File: src/rtl/cla16_adder_pkg.sv
// Shared sizing constants for the 16-bit carry-lookahead adder.
// The block is organised as NGROUPS groups of GROUP bits each.
package cla16_adder_pkg;

    localparam int unsigned WIDTH   = 16;
    localparam int unsigned GROUP   = 4;
    localparam int unsigned NGROUPS = WIDTH / GROUP;

endpackage

File: src/rtl/cla16_adder_cla4.sv
// 4-bit carry-lookahead group: local sum, group propagate and group generate.
// The internal carries are flat sum-of-products so that no carry ripples between bits.
module cla16_adder_cla4
    import cla16_adder_pkg::*;
(
    input  logic [GROUP-1:0] a,
    input  logic [GROUP-1:0] b,
    input  logic             cin,
    output logic [GROUP-1:0] s,
    output logic             p,
    output logic             g
);

    logic [GROUP-1:0] bp;
    logic [GROUP-1:0] bg;
    logic [GROUP-1:0] c;

    always_comb begin
        bp = a ^ b;
        bg = a & b;

        c[0] = cin;
        c[1] = bg[0] | (bp[0] & cin);
        c[2] = bg[1] | (bp[1] & bg[0]) | (bp[1] & bp[0] & cin);
        c[3] = bg[2] | (bp[2] & bg[1]) | (bp[2] & bp[1] & bg[0])
             | (bp[2] & bp[1] & bp[0] & cin);

        s = bp ^ c;
        p = &bp;
        g = bg[3] | (bp[3] & bg[2]) | (bp[3] & bp[2] & bg[1])
          | (bp[3] & bp[2] & bp[1] & bg[0]);
    end

endmodule

File: src/rtl/cla16_adder.sv
// Registered 16-bit two-level carry-lookahead adder with block PG/GG outputs
// for cascading into a higher-level lookahead unit.
module cla16_adder
    import cla16_adder_pkg::*;
(
    input  logic             clk,
    input  logic             rst_n,
    input  logic [WIDTH-1:0] A,
    input  logic [WIDTH-1:0] B,
    input  logic             Ci,
    output logic [WIDTH-1:0] S,
    output logic             Co,
    output logic             PG,
    output logic             GG
);

    logic [NGROUPS-1:0] grp_p;
    logic [NGROUPS-1:0] grp_g;
    logic [NGROUPS-1:0] grp_c;
    logic [WIDTH-1:0]   sum_d;
    logic               co_d;
    logic               pg_d;
    logic               gg_d;

    logic [WIDTH-1:0]   s_q;
    logic               co_q;
    logic               pg_q;
    logic               gg_q;

    for (genvar k = 0; k < NGROUPS; k++) begin : g_grp
        cla16_adder_cla4 u_cla4 (
            .a   (A[GROUP*k +: GROUP]),
            .b   (B[GROUP*k +: GROUP]),
            .cin (grp_c[k]),
            .s   (sum_d[GROUP*k +: GROUP]),
            .p   (grp_p[k]),
            .g   (grp_g[k])
        );
    end

    // Second-level lookahead: every group carry-in is a flat expansion of Ci.
    always_comb begin
        grp_c[0] = Ci;
        grp_c[1] = grp_g[0] | (grp_p[0] & Ci);
        grp_c[2] = grp_g[1] | (grp_p[1] & grp_g[0]) | (grp_p[1] & grp_p[0] & Ci);
        grp_c[3] = grp_g[2] | (grp_p[2] & grp_g[1]) | (grp_p[2] & grp_p[1] & grp_g[0])
                 | (grp_p[2] & grp_p[1] & grp_p[0] & Ci);

        pg_d = &grp_p;
        gg_d = grp_g[3] | (grp_p[3] & grp_g[2]) | (grp_p[3] & grp_p[2] & grp_g[1])
             | (grp_p[3] & grp_p[2] & grp_p[1] & grp_g[0]);
        co_d = gg_d | (pg_d & Ci);
    end

    always_ff @(posedge clk or negedge rst_n) begin
        if (!rst_n) begin
            s_q  <= '0;
            co_q <= 1'b0;
            pg_q <= 1'b0;
            gg_q <= 1'b0;
        end else begin
            s_q  <= sum_d;
            co_q <= co_d;
            pg_q <= pg_d;
            gg_q <= gg_d;
        end
    end

    assign S  = s_q;
    assign Co = co_q;
    assign PG = pg_q;
    assign GG = gg_q;

endmodule

File: config.mk
export PLATFORM = sky130hd
export DESIGN_NAME = cla16_adder
export DESIGN_NICKNAME = d
export VERILOG_FILES = /design/src/rtl/cla16_adder_pkg.sv /design/src/rtl/cla16_adder_cla4.sv /design/src/rtl/cla16_adder.sv
export SDC_FILE = /design/constraint.sdc
export NUM_CORES = 1
export LEC_CHECK = 0
export CORE_MARGIN = 2
export CORE_UTILIZATION = 25
export CTS_BUF_LIST = sky130_fd_sc_hd__clkbuf_8
export DETAILED_ROUTE_END_ITERATION = 7
export PLACE_DENSITY = 0.56
export SETUP_SLACK_MARGIN = 0.05
export SYNTH_ARGS = -nofsm -noshare
export SYNTH_HDL_FRONTEND = slang
export SYNTH_SLANG_ARGS = --single-unit
export TNS_END_PERCENT = 50
File: constraint.sdc
create_clock -name clk -period 0.8 [get_ports clk]
set_clock_uncertainty 0.05 [all_clocks]
set_input_delay 0.16 -clock clk [delete_from_list [all_inputs] [get_ports clk]]
set_output_delay 0.16 -clock clk [all_outputs]
set_load 0.01 [all_outputs]
# --- Word-level counts from Yosys, hierarchy flattened ---
# Cells that the tools add are included.
# Widths: inputs -> output; s select.
classes:
  n_bitwise: 129
  n_reduce_logical: 5
op_table:
  columns: ["operator", "n"]
  rows:
  - ["$and 1x1->1", 71]
  - ["$or 1x1->1", 46]
  - ["$xor 4x4->4", 8]
  - ["$and 4x4->4", 4]
  - ["$reduce_and 16->1", 1]
  - ["$reduce_and 4->1", 4]
totals:
  regBits: 19
  wordCells: 138
  inputBits: 35

# --- Depth between registers and ports, before layout ---
depth:
  depth_word: 12
  depth_mapped: 7

# --- Hierarchy ---
# From an unflattened synthesis, not the netlist that was laid out.
hier_totals:
  cells_unflattened: 119
  area_unflattened_um2: 1278.7
modules_own_cells:
  columns: ["mod", "cells_per_inst", "instances", "area_each_um2"]
  rows:
  - ["cla16_adder_cla4", 22, 4, 182.7]
  - ["cla16_adder", 31, 1, 548.0]

# --- Worst setup path before layout ---
# Ideal clock, no wire load.
synth_path:
  kind: "input-to-reg"
  from: "in A[9]"
  to: "reg s_q[13] (netlist: S[13])"
  setup_ps: 124
  required_ps: 626
  cell_stages: 7
  arrival_time_ps: 1698
  setup_slack_ps: -1072
  n_path_buf: 0
  path_cell_list: "ha_1 a21oi_1 o21ai_0 a21oi_1 nand2_1 fa_1 xor2_1"
synth_between:
  elab_chain_cells: 10
  word_cells_on_any_way: 19
  classes_between: "18 x bitwise; 1 x reduce/logical"
synth_lines:
  columns: ["item", "line", "text"]
  rows:
  - ["start: declaration", "cla16_adder.sv:8", "input logic [WIDTH-1:0] A,"]
  - ["$and 4x4->4 / $xor 4x4->4 (equally long branches)", "cla16_adder_cla4.sv:20, cla16_adder_cla4.sv:19", null]
  - ["$and 1x1->1 (on tied branches)", "cla16_adder_cla4.sv:30, cla16_adder_cla4.sv:31", null]
  - ["$or 1x1->1 / $and 1x1->1 (equally long branches)", "cla16_adder_cla4.sv:30, cla16_adder_cla4.sv:31", null]
  - ["$or 1x1->1", "cla16_adder_cla4.sv:31", "| (bp[3] & bp[2] & bp[1] & bg[0]);"]
  - ["$or 1x1->1 (2 in series)", "cla16_adder.sv:46", "grp_c[3] = grp_g[2] | (grp_p[2] & grp_g[1]) | (grp_p[2] & grp_p[1] & grp_g[0])"]
  - ["$or 1x1->1 (*)", "cla16_adder.sv:47", "| (grp_p[2] & grp_p[1] & grp_p[0] & Ci);"]
  - ["$and 1x1->1 (*)", "cla16_adder_cla4.sv:23", "c[1] = bg[0] | (bp[0] & cin);"]
  - ["$or 1x1->1 (*)", "cla16_adder_cla4.sv:23", null]
  - ["$xor 4x4->4 (*)", "cla16_adder_cla4.sv:28", "s = bp ^ c;"]
  - ["via g_grp[3].u_cla4.s[1]", "cla16_adder_cla4.sv:9", "output logic [GROUP-1:0] s,"]
  - ["end signal: assignment", "cla16_adder.sv:62", "s_q <= sum_d;"]
  - ["end: declaration", "cla16_adder.sv:25", "logic [WIDTH-1:0] s_q;"]
# The timed path passes the listed nets; every way through them passes the cells marked *.

# --- Final worst setup path ---
layout_path:
  from: "in A[3]"
  to: "reg s_q[12] (netlist: S[12])"
layout_between:
  elab_chain_cells: 9
  word_cells_on_any_way: 17
  classes_between: "16 x bitwise; 1 x reduce/logical"
layout_lines:
  columns: ["item", "line", "text"]
  rows:
  - ["$xor 4x4->4", "cla16_adder_cla4.sv:19", "bp = a ^ b;"]
  - ["$and 1x1->1 (on tied branches)", "cla16_adder_cla4.sv:30, cla16_adder_cla4.sv:31", null]
  - ["$or 1x1->1, or another cell as far along", "cla16_adder_cla4.sv:30", "g = bg[3] | (bp[3] & bg[2]) | (bp[3] & bp[2] & bg[1])"]
  - ["$or 1x1->1 / $and 1x1->1 (equally long branches)", "cla16_adder_cla4.sv:30, cla16_adder_cla4.sv:31", null]
  - ["$or 1x1->1", "cla16_adder_cla4.sv:31", null]
  - ["$and 1x1->1", "cla16_adder.sv:46", null]
  - ["$or 1x1->1", "cla16_adder.sv:46", null]
  - ["$or 1x1->1 (*)", "cla16_adder.sv:47", null]
  - ["$xor 4x4->4 (*)", "cla16_adder_cla4.sv:28", null]
  - ["via g_grp[3].u_cla4.s[0]", "cla16_adder_cla4.sv:9", null]
# Marked as above.

==> flow_summary.json <==
{
  "synth_most_common_cell": "dfrtp_1",
  "clockBufferDepth": 2,
  "cts_inserted_buffers": 3,
  "synth_top_area_share_pct": 37.8,
  "die_w_um": 75.0,
  "htree_levels": 1,
  "static-leakage-power_nw": 1.19,
  "layout_worst_path_cycle_share_pct": 190,
  "crit_buf_inv": 1,
  "rows": 25,
  "crit_type": "in2reg",
  "grt_usage_pct": 14.5,
  "hold_path_class": "in2async",
  "rsz0062_at_grt": "true",
  "synthCells": 124,
  "worst_setup_path_start_kind": "primary input",
  "relSlewSlack_pct": 73.9,
  "stdcell_area_um2": 2690,
  "holdBufCountCts": 0,
  "layout-drive-gt1-share_pct": 72.5,
  "critPathTopFamily": "adder cells",
  "io_pins": 54,
  "clk_pin_slew_ns": 0.07,
  "critPathMaxStageDelay_ns": 0.44,
  "portBuffers": 53,
  "num_antenna_cells": 0,
  "drt.antenna.violating_nets": 0,
  "instances_no_fill": 296,
  "cp_slowest_cell": "fa_2",
  "synth-xor-area-share_pct": 6.26,
  "utilization_pct": 56.2,
  "grt_max_degree": 20,
  "dr.first_iter.drc_count": 12,
  "muxShareOfSynthArea_pct": 0.895,
  "failed_checks": "negative setup slack",
  "hold_ws_ns": 0.192,
  "start_util_pct": 26.3,
  "status": "complete, but fails checks",
  "synth_compound_area_share_pct": 15.7,
  "finalPower_mw": 3.74,
  "cp_max_fo": 4,
  "viasPerCell": 4.53,
  "first_pass_iters": 4,
  "path_cells": "buf_6 -> ha_4 -> nand3_4 -> o221ai_4 -> nand3_2 -> nand2_2 -> fa_2",
  "die_height_um": 75.0,
  "fillers": 420,
  "tightest_slew_ns": 0.391,
  "finalNetCount": 285,
  "async_flop_share_pct": 100,
  "fin_setup_tns_ns": -12.12,
  "syn-num-nets": 179,
  "crit_required_ns": 0.88,
  "antenna_found_initial": 0,
  "syn2layout_area_growth_pct": 114,
  "synth_seq_area_share_pct": 37.8,
  "place_congestion": 0.835,
  "pre_cts_slack_ns": -1.43,
  "synth.cells.most_frequent": "dfrtp_1 (19), ha_1 (16), a21oi_1 (14)",
  "hpwl_mm": 2.91,
  "cts.sinks": 19,
  "report.final.setup_viol": 36,
  "synthFlopType": "dfrtp_1",
  "critical_path_arrival_ns": 1.59,
  "vias": 1340,
  "fin_crit_ns": 1.52,
  "synth_simple_gate_area_share_pct": 14.7,
  "synthTopCellsByArea": "dfrtp_1 (38%), ha_1 (16%), fa_1 (6.4%)",
  "core_um2": 4790,
  "place_inst": 283,
  "wl_per_cell_um": 13.3,
  "wl_mm": 3.92,
  "cap_violations": 0,
  "synth_edf_count": 0,
  "root_buffer": "clkbuf_8",
  "drc": 0,
  "end_kind": "flop",
  "dpl_cell_area_um2": 2370,
  "ys_ff_latch": 19,
  "synth_cell_types": 31,
  "syn_avg_cell_area_um2": 10.2,
  "synth_fa_ha_area_share_pct": 22.3,
  "fmax_mhz": 659,
  "hold_viol_final": 0,
  "synthesis.area_um2": 1260,
  "drv_slew": 0,
  "synth_top_family_by_area": "adder cells",
  "power_density_nw_per_um2": 1390,
  "cts_tree": "done",
  "grt_pass1_vias": 1482,
  "dieArea_um2": 5620,
  "ir_worst_vdd_mv": 0.592,
  "grt-ovfl-total": 0,
  "fin_ws_ns": -0.717,
  "yosysTopAreaCell": "dfrtp_1",
  "yosysWarningCount": 0,
  "grt_pass1_wl_mm": 6.27
}
[repair_timing]
| action | 4_1_cts | 5_1_grt |
|---|---|---|
| resized for setup | 275 | 14 |
| gates cloned | 0 | 0 |
| pin swaps | 43 | 18 |
| setup endpoints to repair | 38 | 37 |
| buffers inserted | 10 | 3 |
[worst max path at each step]
stage	from	to	cells past startpoint
6_report	A[3]	S[12]	7
5_1_grt	A[3]	S[12]	7
4_1_cts	B[3]	S[9]	8
3_5_place_dp	A[3]	S[9]	8
3_3_place_gp	A[1]	S[9]	8
2_1_floorplan	A[1]	S[9]	7
[cell families (layout without fill, tap and decap cells)]
family,after synthesis,after routing
AND/OR/NAND/NOR,36,36
AO/OA/AOI/OAI,31,31
adder cells (fa/ha/maj),20,20
flip-flops,19,19
XOR/XNOR,9,9
buffers and inverters,8,113
multiplexers,1,1
[registers in the layout, summed over array words and instances (netlist names)]
name and count:
S 16, Co 1, GG 1, PG 1
[area by class of cell]
cell class              count  area (µm²)  share of cell area (%)
clock inverters             1        3.75                   0.140
repair buffers            101         825                    30.7
flip-flops and latches     19         475                    17.7
multi-input cells          97        1230                    45.7
clock buffers               3        41.3                    1.54
well taps                  67        83.8                    3.12
inverters                   8        30.0                    1.12
[placed cells by master, fill, tap and decap left out, types with 4 or more instances in the layout]
cell	instances
a21oi_2	8
a21oi_4	6
buf_2	26
buf_4	40
buf_6	29
dfrtp_1	19
fa_2	4
ha_4	16
inv_1	6
nand2_2	4
nor2_1	4
o21ai_2	4
xor2_1	6
[report_power, final]
group,total [mW],switching (mW),internal [mW]
combinational,1.90,0.860,1.04
sequential,1.19,0.0467,1.14
clock,0.654,0.314,0.341
total,3.74,1.22,2.52
[per-layer routing]
metal	wire, µm	track usage (%)	vias up
met1	1390	15.1	657
met2	2340	29.2	26
met5	0	0	-
li1	-	-	653
met4	62	5.75	0
met3	123	1.47	4
No activity file was read; power rests on OpenSTA's default activity.
